[src/rtl/obi_bank_router.sv]
// Routes one OBI master onto NUM_BANKS bank ports by address; an in-order FIFO steers responses.
// Optional: define OBI_BANK_ROUTER_ERR_RESP_EN to complete requests to gated banks locally with an error.
package eros_obi_pkg;
  localparam int unsigned OBI_ADDR_W = 32;
  localparam int unsigned OBI_DATA_W = 32;

  typedef struct packed {
    logic                    req;
    logic                    we;
    logic [OBI_ADDR_W-1:0]   addr;
    logic [OBI_DATA_W-1:0]   wdata;
    logic [OBI_DATA_W/8-1:0] be;
  } obi_req_t;

  typedef struct packed {
    logic                  gnt;
    logic                  rvalid;
    logic [OBI_DATA_W-1:0] rdata;
  } obi_resp_t;
endpackage

module obi_bank_router
  import eros_obi_pkg::*;
#(
  parameter int unsigned NUM_BANKS       = 2,
  parameter int unsigned BANK_ADDR_WIDTH = 15,
  parameter int unsigned MAX_OUTSTANDING = 2
) (
  input  logic                                   clk_i,
  input  logic                                   rst_i,
  input  obi_req_t                               master_req_i,
  output obi_resp_t                              master_resp_o,
  output obi_req_t  [NUM_BANKS-1:0]              bank_req_o,
  input  obi_resp_t [NUM_BANKS-1:0]              bank_resp_i,
  input  logic      [NUM_BANKS-1:0]              bank_on_i,
  output logic      [$clog2(MAX_OUTSTANDING+1)-1:0] outstanding_o,
  output logic                                   err_o
);
  localparam int unsigned IDX_W = $clog2(NUM_BANKS);
  localparam int unsigned CNT_W = $clog2(MAX_OUTSTANDING + 1);
  localparam int unsigned PTR_W = (MAX_OUTSTANDING > 1) ? $clog2(MAX_OUTSTANDING) : 1;
  localparam logic [31:0] ERR_RDATA = 32'hBADCAB1E;

  typedef struct packed {
    logic             is_local;
    logic [IDX_W-1:0] idx;
  } entry_t;

  entry_t             fifo_q [MAX_OUTSTANDING];
  entry_t             fifo_d [MAX_OUTSTANDING];
  logic [PTR_W-1:0]   rd_ptr_q, rd_ptr_d;
  logic [PTR_W-1:0]   wr_ptr_q, wr_ptr_d;
  logic [CNT_W-1:0]   cnt_q, cnt_d;
  entry_t             tail_q, tail_d;

  logic [IDX_W-1:0]   tgt;
  logic               tgt_local;
  entry_t             tgt_entry;
  entry_t             head;
  logic               fifo_empty, fifo_full, fifo_last;
  logic               resp_rvalid;
  logic [31:0]        resp_rdata;
  logic               pop, accept, gnt, push;

  function automatic logic [PTR_W-1:0] ptr_inc(input logic [PTR_W-1:0] p);
    return (p == PTR_W'(MAX_OUTSTANDING - 1)) ? '0 : p + PTR_W'(1);
  endfunction

  assign tgt = master_req_i.addr[BANK_ADDR_WIDTH +: IDX_W];

`ifdef OBI_BANK_ROUTER_ERR_RESP_EN
  assign tgt_local = !bank_on_i[tgt];
`else
  assign tgt_local = 1'b0;
`endif

  assign tgt_entry  = '{is_local: tgt_local, idx: tgt};
  assign head       = fifo_q[rd_ptr_q];
  assign fifo_empty = (cnt_q == '0);
  assign fifo_full  = (cnt_q == CNT_W'(MAX_OUTSTANDING));
  assign fifo_last  = (cnt_q == CNT_W'(1));

  // Response is steered purely by the FIFO head; local entries answer on their first head cycle.
  always_comb begin
    resp_rvalid = 1'b0;
    resp_rdata  = '0;
    if (!fifo_empty) begin
      if (head.is_local) begin
        resp_rvalid = 1'b1;
        resp_rdata  = ERR_RDATA;
      end else begin
        resp_rvalid = bank_resp_i[head.idx].rvalid;
        resp_rdata  = bank_resp_i[head.idx].rdata;
      end
    end
  end

  assign pop    = resp_rvalid;
  assign accept = !rst_i
                  && (!fifo_full || pop)
                  && (fifo_empty || (tail_q == tgt_entry) || (pop && fifo_last))
                  && (bank_on_i[tgt] || tgt_local);
  assign gnt    = accept && (tgt_local || bank_resp_i[tgt].gnt);
  assign push   = master_req_i.req && gnt;

  always_comb begin
    master_resp_o        = '0;
    master_resp_o.gnt    = gnt;
    master_resp_o.rvalid = resp_rvalid;
    master_resp_o.rdata  = resp_rdata;
  end

  // Payload is broadcast; only the selected, powered bank sees req.
  always_comb begin
    for (int b = 0; b < NUM_BANKS; b++) begin
      bank_req_o[b]     = master_req_i;
      bank_req_o[b].req = master_req_i.req && accept && !tgt_local && (tgt == IDX_W'(b));
    end
  end

  always_comb begin
    fifo_d   = fifo_q;
    rd_ptr_d = rd_ptr_q;
    wr_ptr_d = wr_ptr_q;
    tail_d   = tail_q;
    if (push) begin
      fifo_d[wr_ptr_q] = tgt_entry;
      wr_ptr_d         = ptr_inc(wr_ptr_q);
      tail_d           = tgt_entry;
    end
    if (pop) begin
      rd_ptr_d = ptr_inc(rd_ptr_q);
    end
    cnt_d = cnt_q + CNT_W'(push) - CNT_W'(pop);
  end

  always_ff @(posedge clk_i) begin
    if (rst_i) begin
      fifo_q   <= '{default: '0};
      rd_ptr_q <= '0;
      wr_ptr_q <= '0;
      cnt_q    <= '0;
      tail_q   <= '0;
    end else begin
      fifo_q   <= fifo_d;
      rd_ptr_q <= rd_ptr_d;
      wr_ptr_q <= wr_ptr_d;
      cnt_q    <= cnt_d;
      tail_q   <= tail_d;
    end
  end

  assign outstanding_o = cnt_q;

`ifdef OBI_BANK_ROUTER_ERR_RESP_EN
  assign err_o = resp_rvalid && !fifo_empty && head.is_local;
`else
  assign err_o = 1'b0;
`endif

  // A bank answering while another target owns the head breaks the in-order contract.
  logic [NUM_BANKS-1:0] stray_rvalid;
  always_comb begin
    for (int b = 0; b < NUM_BANKS; b++) begin
      stray_rvalid[b] = bank_resp_i[b].rvalid && !fifo_empty
                        && (head.is_local || (head.idx != IDX_W'(b)));
    end
  end

  always_ff @(posedge clk_i) begin
    if (!rst_i) begin
      assert (stray_rvalid == '0);
    end
  end

endmodule

[config.mk]
export PLATFORM = sky130hd
export DESIGN_NAME = obi_bank_router
export DESIGN_NICKNAME = d
export VERILOG_FILES = /design/src/rtl/obi_bank_router.sv
export SDC_FILE = /design/constraint.sdc
export NUM_CORES = 1
export LEC_CHECK = 0
export CAP_MARGIN = 30
export CORE_AREA = 4 4 121 123
export CTS_BUF_LIST = sky130_fd_sc_hd__clkbuf_4 sky130_fd_sc_hd__clkbuf_8
export DETAILED_ROUTE_END_ITERATION = 12
export DIE_AREA = 0 0 125 127
export PLACE_DENSITY = 0.69
export SLEW_MARGIN = 40
export SYNTH_ARGS = -nofsm -noshare
export SYNTH_HDL_FRONTEND = slang
export SYNTH_SLANG_ARGS = --single-unit
[constraint.sdc]
create_clock -name clk_i -period 2.5 [get_ports clk_i]
set_input_delay 0.25 -clock clk_i [delete_from_list [all_inputs] [get_ports clk_i]]
set_output_delay 0.25 -clock clk_i [all_outputs]
set_load 0.05 [all_outputs]
Word-level counts from Yosys, hierarchy flattened
Index checks and enable logic that the tools add are counted.
{"block": "classes", "n_lt_le_gt_ge": 5, "muxes": 18, "n_bitwise": 3, "addsub": 4, "eq_ne": 3, "n_reduce_logical": 16}
{"cell": "34-bit two-way mux", "n": 2}
{"cell": "33-bit two-way mux", "n": 2}
{"cell": "32-bit two-way mux", "n": 2}
{"cell": "1-bit logical AND", "n": 10}
{"cell": "2-bit two-way mux", "n": 4}
{"cell": "1-bit two-way mux", "n": 6}
{"cell": "4-bit bitwise mux", "n": 1}
{"cell": "2-bit greater-or-equal comparator, second input constant", "n": 2}
{"cell": "1-bit by 2-bit less-than comparator with 1-bit output, second input constant", "n": 2}
{"cell": "1-bit inverter with 2-bit output", "n": 2}
{"cell": "1-bit logical OR", "n": 3}
{"cell": "1-bit adder, second input constant", "n": 2}
{"cell": "2-bit by 1-bit adder with 2-bit output", "n": 1}
{"cell": "2-bit demux with 1-bit select", "n": 1}
{"cell": "2-bit by 1-bit equality test with 1-bit output, second input constant", "n": 1}
{"cell": "2-bit equality test, second input constant", "n": 1}
{"cell": "1-bit logical NOT", "n": 2}
{"cell": "2-bit logical NOT", "n": 1}
{"cell": "2-bit by 1-bit less-than comparator with 1-bit output, second input constant", "n": 1}
{"cell": "2-bit by 1-bit subtractor with 2-bit output", "n": 1}
{"cell": "1-bit equality test", "n": 1}
{"cell": "1-bit inverter", "n": 1}
{"block": "totals", "reg_bits": 9, "output_inout_bits": 177, "in_bits": 142, "wordCells": 57}

Depth between registers and ports, before layout
Gate-level depths: netlist of run 1.
{"block": "logic_depth", "word_depth": 16, "mapped_depth": 11, "ltp_nobuf": 10}

Worst setup path before layout of run 1
Ideal clock, no wire load.
{"block": "synth_timing", "path_type": "reg2out", "startpoint": "register cnt_q[0] (netlist: outstanding_o[0])", "endpoint": "output bank_req_o[69] (netlist name)", "slack_ns": -0.559, "stages_incl_launch_ff": 5, "path_buffers": 0, "arrival_ns": 2.809, "required_time_ns": 2.250, "cell_sequence": "dfxtp_1 -> nand2b_1 -> or3_1 -> o311ai_2 -> nor4b_1"}
{"item": "start: declaration", "line_no": "53", "text": "logic [CNT_W-1:0] cnt_q, cnt_d;"}
{"item": "start signal: assignment", "line_no": "148", "text": "cnt_q <= cnt_d;"}
{"item": "end: declaration", "line_no": "33", "text": "output obi_req_t [NUM_BANKS-1:0] bank_req_o,"}

Final worst setup path of run 1
{"block": "layout_timing", "startpoint": "register rd_ptr_q", "endpoint": "register cnt_q[1] (netlist: outstanding_o[1])"}
{"block": "layout_via", "elab_chain_len": 16, "word_cells_on_any_way": 18, "classes_between": "2 x add/sub; 7 x mux; 1 x bitwise; 8 x reduce/logical"}
{"item": "start: declaration", "line_no": "51", "text": "logic [PTR_W-1:0] rd_ptr_q, rd_ptr_d;"}
{"item": "start signal: assignment", "line_no": "146", "text": "rd_ptr_q <= rd_ptr_d;"}
{"item": "1-bit inverter with 2-bit output (implied by the code) *", "line_no": "78", "text": "assign head = fifo_q[rd_ptr_q];"}
{"item": "2-bit two-way mux (implied by the code) * (3 in series)", "line_no": "78"}
{"item": "33-bit two-way mux (2 in series)"}
{"item": "1-bit two-way mux *", "line_no": "88", "text": "if (head.is_local) begin"}
{"item": "1-bit two-way mux *", "line_no": "87", "text": "if (!fifo_empty) begin"}
{"item": "1-bit logical OR or 1-bit logical AND (tied branches)", "line_no": "100, 101"}
{"item": "1-bit logical AND or 1-bit logical OR (tied branches)", "line_no": "100, 101"}
{"item": "1-bit logical AND", "line_no": "101", "text": "&& (fifo_empty || (tail_q == tgt_entry) || (pop && fifo_last))"}
{"item": "1-bit logical AND", "line_no": "102", "text": "&& (bank_on_i[tgt] || tgt_local);"}
{"item": "1-bit logical AND", "line_no": "103", "text": "assign gnt = accept && (tgt_local || bank_resp_i[tgt].gnt);"}
{"item": "1-bit logical AND", "line_no": "104", "text": "assign push = master_req_i.req && gnt;"}
{"item": "2-bit by 1-bit adder with 2-bit output", "line_no": "134", "text": "cnt_d = cnt_q + CNT_W'(push) - CNT_W'(pop);"}
{"item": "2-bit by 1-bit subtractor with 2-bit output *", "line_no": "134"}
Every way passes the cells marked *; elsewhere a longest branch is shown, timed or not. The select of a mux whose other input is x is not followed.
A chain may end at the register's enable or synchronous reset.

==> results of run 1 <==
how the worst max path moves through the flow:
stage / endpoint / slack (ns) / depth (start not counted)
6_report: outstanding_o[1] / 0.19 / 10
3_5_place_dp: outstanding_o[1] / -0.04 / 12
2_1_floorplan: outstanding_o[1] / 0.05 / 10
4_1_cts: outstanding_o[1] / 0.17 / 10
5_1_grt: outstanding_o[1] / 0.06 / 12
3_3_place_gp: outstanding_o[1] / 0.03 / 12
per-layer routing:
metal  wire length [um]  GRT usage [%]  up-vias
met4                394          4.719        0
met5                  0              0        -
met2               3513          13.48      164
met1               2544          9.316      675
met3               1520          6.940       50
li1                   -              -      769
state kept, by name, indices dropped and copies added, names as in the netlist:
name,cells
rd_ptr_q,1
wr_ptr_q,1
fifo_q,2
outstanding_o,2
tail_q,1
worst min-delay path: stages, from the launching register on:
cell      delay (ns)
dfxtp_1         0.31
o311ai_0        0.08
nand2_1         0.06
cells in the mapped netlist (2+ instances only):
cell      count  area, sq um
buf_4       141         1059
nand2_1      72        270.3
a21oi_1      32        160.2
clkbuf_1      9        33.78
nor2_1        8        30.03
dfxtp_1       7        140.1
mux2i_1       5        50.05
inv_1         3        11.26
xnor2_1       3        26.28
ha_1          2        25.02
nor2b_1       2        12.51
nor4b_1       2        17.52
or3_1         2        12.51
cell families (layout without fill, tap and decap cells):
group,Yosys count,in the layout,share of synthesized area (%)
other cells,1,1,0.1904
simple gates,90,90,18.93
xor+xnor,4,4,1.779
mux,6,6,3.304
compound gates,38,38,11.12
flops,7,7,7.115
fa+ha+maj,2,2,1.270
buf+inv,154,131,56.29
layout make-up:
type                    count  area [sq um]
fillers                  1566         11040
repair buffers            124          1449
multi-input cells         141         752.0
well taps                 180         225.2
flip-flops and latches      7         140.1
clock buffers               4         48.80
inverters                   3         11.26
power groups by stage:
stage / clock network [uW] / logic, uW / registers (uW)
final: 171 / 2420 / 173
after global routing: 183 / 2540 / 178
after CTS: 179 / 2470 / 172
after detailed placement: 0 / 2450 / 174
after global placement: 0 / 2450 / 173
after floorplan: 0 / 1790 / 214
metrics by stage:
stage / std cells / util (%)
5_1_grt: 459 / 19.22
4_1_cts: 459 / 19.22
3_5_place_dp: 455 / 18.86
3_3_place_gp: 455 / 18.86
2_1_floorplan: 302 / -
6_report: 459 / 19.22
==> flow_metrics.env, run 1 <==
export IMPL_final_nets=424
export IMPL_crit_slowest_cell="or3_1"
export IMPL_wirelength_um=7972
export IMPL_critPathKind="register to register"
export IMPL_synth_edf_count=0
export IMPL_insertedDiodeCount=0
export IMPL_synthCells=302
export IMPL_post_route_min_period_ns=2.313
export IMPL_io_buffers=113
export IMPL_setup_viol=0
export IMPL_whs_ns=0.4946
export IMPL_fin_area_sq_um=2626
export IMPL_clkPwrFrac_pct=6.2
export IMPL_ctsResizeCount=0
export IMPL_rows=43
export IMPL_cp_required_ns=2.62
export IMPL_slew_viol_final=0
export IMPL_synthFlopType="dfxtp_1"
export IMPL_period_share_pct=92.50
export IMPL_swShare_pct=55.11
export IMPL_start_util_pct=14.41
export IMPL_fin_worst_skew_ns=0.001794
export IMPL_max_slew_worst_pin_slew_ns=0.5355
export IMPL_fmax_mhz=432.4
export IMPL_grt_usage_pct=9.075
export IMPL_grt_pass1_wl_um=11030
export IMPL_combinationalPowerShare_pct=87.6
export IMPL_cp_common_cell="ha_1"
export IMPL_ir_drop_mv=0.4322
export IMPL_wl_per_cell_um=17.37
export IMPL_path_buf_inv=1
export IMPL_cts_tree="built"
export IMPL_clockBufferDepth=2
export IMPL_path_cells="mux2_4 -> mux2i_1 -> o21a_2 -> or3_1 -> ha_1 -> inv_1 -> ha_1 -> xor2_1 -> xnor2_1 -> nor2_1"
export IMPL_cts_buffers=3
export IMPL_die_y_um=127
export IMPL_yosys_cell_types_count=27
export IMPL_rr_endpoint="outstanding_o[1]"
export IMPL_switchingPower_uw=1525
export IMPL_internal_power_uw=1242
export IMPL_powerDensity_nw_per_um2=1053
export IMPL_clkTransAtPathRegs_ns=0.04
export IMPL_dr_pass1_iters=4
export IMPL_grt_setup_unrepaired="no"
export IMPL_setup_tns_ns=0
export IMPL_hold_path_end="wr_ptr_q"
export IMPL_max_stage_delay_ns=0.36
export IMPL_grt_max_degree=33
export IMPL_min_from="wr_ptr_q"
export IMPL_r2r_cells=10
export IMPL_holdBufCountCts=0
export IMPL_grt_overflow=0
export IMPL_status="finished, final reports clean"
export IMPL_post_cts_buffers=0
export IMPL_power_leakage_uw=0.001036
export IMPL_max_slew_margin_pct=64.19
export IMPL_ys_warnings_count=0
export IMPL_final_common_cell="clkdlybuf4s50_1"
export IMPL_cp_end_kind="register"
export IMPL_areaGrowthSynthToFinish_pct=33.35
export IMPL_place_hpwl_um=6688
export IMPL_maxCapViolCount=0
export IMPL_final_cell_mix="clkdlybuf4s50_1 (77), nand2_1 (72), a21oi_1 (32)"
export IMPL_power_frac_seq_pct=6.3
export IMPL_ys_ff_latch=7
export IMPL_hold_viol=0
export IMPL_die_area_sq_um=15880
export IMPL_timing_critical_path_from="rd_ptr_q"
export IMPL_totalPowerFinal_uw=2766
export IMPL_holdPathStages=2
export IMPL_drt_initial_drc_count=75
export IMPL_ys_async_sr_fraction_pct=0
export IMPL_antenna_left=0
export IMPL_critPathTopFamily="multiplexers"
export IMPL_drive_gt1_share_pct=21.15
export IMPL_antenna_found_initial=0
export IMPL_timing_rr_start="rd_ptr_q"
export IMPL_grt_pass1_vias=1669
export IMPL_ff2ff_setup_slack_ns=0.19
export IMPL_cts_num_sinks=7
export IMPL_via_count=1658
export IMPL_drcViolationCount=0
export IMPL_netlist_area_sq_um=1969
export IMPL_yosysSeqAreaShare_pct=7.116
export IMPL_syn_nets=446
export IMPL_placed_area_sq_um=2577
export IMPL_cts_root_buf="clkbuf_8"
export IMPL_h_tree_depth=1
export IMPL_critPathLaunchType="register"
export IMPL_crit_fanout=3
export IMPL_via_per_inst=3.612
export IMPL_crit_arrival_ns=2.44
export IMPL_setup_ws_ns=0.1875
export IMPL_clock_latency_ns=0.23
export IMPL_hp_class="register to register"
export IMPL_preCtsSetupSlack_ns=-0.04236
export IMPL_die_w_um=125
export IMPL_avgSynthCellArea_sq_um=6.521
export IMPL_gp_congestion=0.7415
export IMPL_ios=319
export IMPL_core_area_sq_um=13670
(Power assumes the default switching activity.)
==> run 2, diff against run 1 <==
--- a/config.mk
+++ b/config.mk
@@ -6,11 +6,14 @@
 export NUM_CORES = 1
 export LEC_CHECK = 0
 export CAP_MARGIN = 30
-export CORE_AREA = 4 4 121 123
+export CELL_PAD_IN_SITES_DETAIL_PLACEMENT = 1
+export CELL_PAD_IN_SITES_GLOBAL_PLACEMENT = 1
+export CORE_MARGIN = 4
+export CORE_UTILIZATION = 11
 export CTS_BUF_LIST = sky130_fd_sc_hd__clkbuf_4 sky130_fd_sc_hd__clkbuf_8
 export DETAILED_ROUTE_END_ITERATION = 12
-export DIE_AREA = 0 0 125 127
-export PLACE_DENSITY = 0.69
+export PLACE_DENSITY = 0.86
+export RECOVER_POWER = 100
 export SLEW_MARGIN = 40
 export SYNTH_ARGS = -nofsm -noshare
 export SYNTH_HDL_FRONTEND = slang
==> run 2 against run 1 <==
Worst hold slack improved by 0.0054 ns. Final area down 6.9%. Setup slack got worse by 0.083 ns. Clock power hardly changed. Utilization shrank 5.2 points. Combinational power shrank 20%. Sequential cell count did not move. Die area increased by 27%. Sequential share of layout area increased by 0.50 points. Register-to-register slack worse by 0.08 ns. Via count rose by 1.9%. Critical path type unchanged.
==> flow_metrics.env, run 2 (synthesis gave the netlist of run 1 again) <==
export IMPL_fin_worst_skew_ns=0.002547
export IMPL_min_from="master_req_i[30]"
export IMPL_post_route_min_period_ns=2.396
export IMPL_grt_pass1_vias=1821
export IMPL_drcViolationCount=0
export IMPL_drive_gt1_share_pct=16.49
export IMPL_wl_met1_um=2741
export IMPL_seqCellArea_sq_um=142.6
export IMPL_drt_initial_drc_count=48
export IMPL_totalPowerFinal_uw=2287
export IMPL_setup_viol=0
export IMPL_place_hpwl_um=6378
export IMPL_core_area_sq_um=17420
export IMPL_period_share_pct=95.83
export IMPL_wl_met2_um=3448
export IMPL_grt_usage_pct=7.206
export IMPL_gp_congestion=0.7030
export IMPL_wl_per_cell_um=15.78
export IMPL_r2r_cells=10
export IMPL_die_area_sq_um=20110
export IMPL_slew_viol_final=0
export IMPL_clock_latency_ns=0.23
export IMPL_critPathKind="register to register"
export IMPL_setup_tns_ns=0
export IMPL_crit_slowest_cell="or3_4"
export IMPL_via_per_inst=3.353
export IMPL_ir_drop_mv=0.3244
export IMPL_cp_required_ns=2.62
export IMPL_switchingPower_uw=1466
export IMPL_via_count=1690
export IMPL_cts_num_sinks=7
export IMPL_hp_class="input pin to output port"
export IMPL_holdPathStages=0
export IMPL_cts_buffers=3
export IMPL_maxUsedRoutingLayer="met4"
export IMPL_ff2ff_setup_slack_ns=0.10
export IMPL_multiInputGateArea_sq_um=760.7
export IMPL_io_buffers=113
export IMPL_die_y_um=141.8
export IMPL_max_slew_margin_pct=63.96
export IMPL_clockBufferDepth=2
export IMPL_path_cells="mux2_4 -> mux2i_1 -> o21a_2 -> or3_4 -> ha_4 -> inv_1 -> ha_1 -> xor2_1 -> xnor2_1 -> nor2_1"
export IMPL_die_w_um=141.8
export IMPL_antenna_left=0
export IMPL_h_tree_depth=1
export IMPL_final_cell_mix="nand2_1 (72), clkdlybuf4s50_1 (72), a21oi_1 (32)"
export IMPL_clkPwrFrac_pct=7.5
export IMPL_wirelength_um=7954
export IMPL_power_frac_seq_pct=7.7
export IMPL_swShare_pct=64.11
export IMPL_fillers=2122
export IMPL_preCtsSetupSlack_ns=-0.1466
export IMPL_power_leakage_uw=0.001164
export IMPL_antenna_found_initial=0
export IMPL_rr_endpoint="outstanding_o[1]"
export IMPL_ios=319
export IMPL_clkTransAtPathRegs_ns=0.04
export IMPL_start_util_pct=11.31
export IMPL_max_stage_delay_ns=0.40
export IMPL_crit_fanout=3
export IMPL_combinationalPowerShare_pct=84.9
export IMPL_rows=48
export IMPL_hold_path_end="bank_req_o[100]"
export IMPL_postLayoutCoreUtil_pct=14.04
export IMPL_areaGrowthSynthToFinish_pct=24.21
export IMPL_met3_length_um=1169
export IMPL_powerDensity_nw_per_um2=935.1
export IMPL_maxCapViolCount=0
export IMPL_insertedDiodeCount=0
export IMPL_grt_overflow=0
export IMPL_hold_viol=0
export IMPL_grt_pass1_wl_um=11030
export IMPL_cts_tree="built"
export IMPL_crit_arrival_ns=2.51
export IMPL_cp_end_kind="register"
export IMPL_cts_root_buf="clkbuf_8"
export IMPL_internal_power_uw=820.9
export IMPL_setup_ws_ns=0.1043
export IMPL_dr_pass1_iters=4
export IMPL_fmax_mhz=417.4
export IMPL_grt_max_degree=34
export IMPL_final_nets=424
export IMPL_grt_setup_unrepaired="no"
export IMPL_status="finished, final reports clean"
export IMPL_timing_rr_start="rd_ptr_q"
export IMPL_max_slew_worst_pin_slew_ns=0.5388
export IMPL_critPathLaunchType="register"
-- run 2: cell count changes in the layout (fill, tap and decap cells not counted), moves of 2 or more --
cell	change
buf_12	-22
clkbuf_2	+15
dlymetal6s2s_1	+14
buf_4	-12
clkdlybuf4s50_1	-5
dlygate4sd3_1	+4
clkbuf_1	+2
clkdlybuf4s15_2	+2
dfxtp_1	-2
dfxtp_2	+2
-- run 2: cell type report --
class,count,area share (%)
multi-input combinational,141,31.10
inverter,3,0.4604
timing repair buffer,124,49.10
clock buffer,4,1.995
tap,225,11.51
sequential,7,5.831
-- run 2: repair_timing --
item,in CTS,in global routing
endpoints found under the hold margin,0,0
gates resized for setup,0,6
hold buffers,0,0
setup buffers,0,1
setup endpoints to repair,0,1
-- run 2: power by group through the flow --
stage          Clock, uW  Sequential (uW)  Combinational, uW
6_report             170              176               1940
4_1_cts              176              175               2480
3_3_place_gp           0              174               2460
2_1_floorplan          0              214               1790
5_1_grt              184              181               2060
3_5_place_dp           0              177               2470
-- run 2: worst max path at each step --
stage / from / slack, ns / endpoint / depth (start not counted)
after floorplan: outstanding_o[0] / 0.05 / outstanding_o[1] / 10
after global placement: master_req_i[51] / -0.05 / outstanding_o[1] / 11
after detailed placement: master_req_i[51] / -0.15 / outstanding_o[1] / 11
after CTS: master_req_i[51] / 0.09 / outstanding_o[1] / 11
after global routing: rd_ptr_q / 0.02 / outstanding_o[1] / 10
final: rd_ptr_q / 0.10 / outstanding_o[1] / 10
-- run 2: per-stage QoR --
stage          hold WS [ns]  std cells  cell area [sq um]
2_1_floorplan        0.3216        302               1981
3_3_place_gp         0.4784        499               2626
3_5_place_dp         0.4929        499               2626
4_1_cts              0.5005        503               2675
5_1_grt              0.5001        504               2446
6_report             0.5000        504               2446
-- run 2: critical path, delay by kind of cell (launching register included) --
family,cells,cell delay (ns)
AND/OR/NAND/NOR,2,0.45
flip-flops,1,0.33
multiplexers,2,0.48
adder cells (fa/ha/maj),2,0.44
AO/OA/AOI/OAI,1,0.23
XOR/XNOR,2,0.33
buffers and inverters,1,0.03
-- run 2: layer usage --
| layer | track usage, % | vias to the layer above |
|---|---|---|
| li1 | - | 767 |
| met1 | 7.325 | 744 |
| met2 | 11.08 | 105 |
| met3 | 4.112 | 74 |
| met4 | 5.152 | 0 |
| met5 | 0 | - |
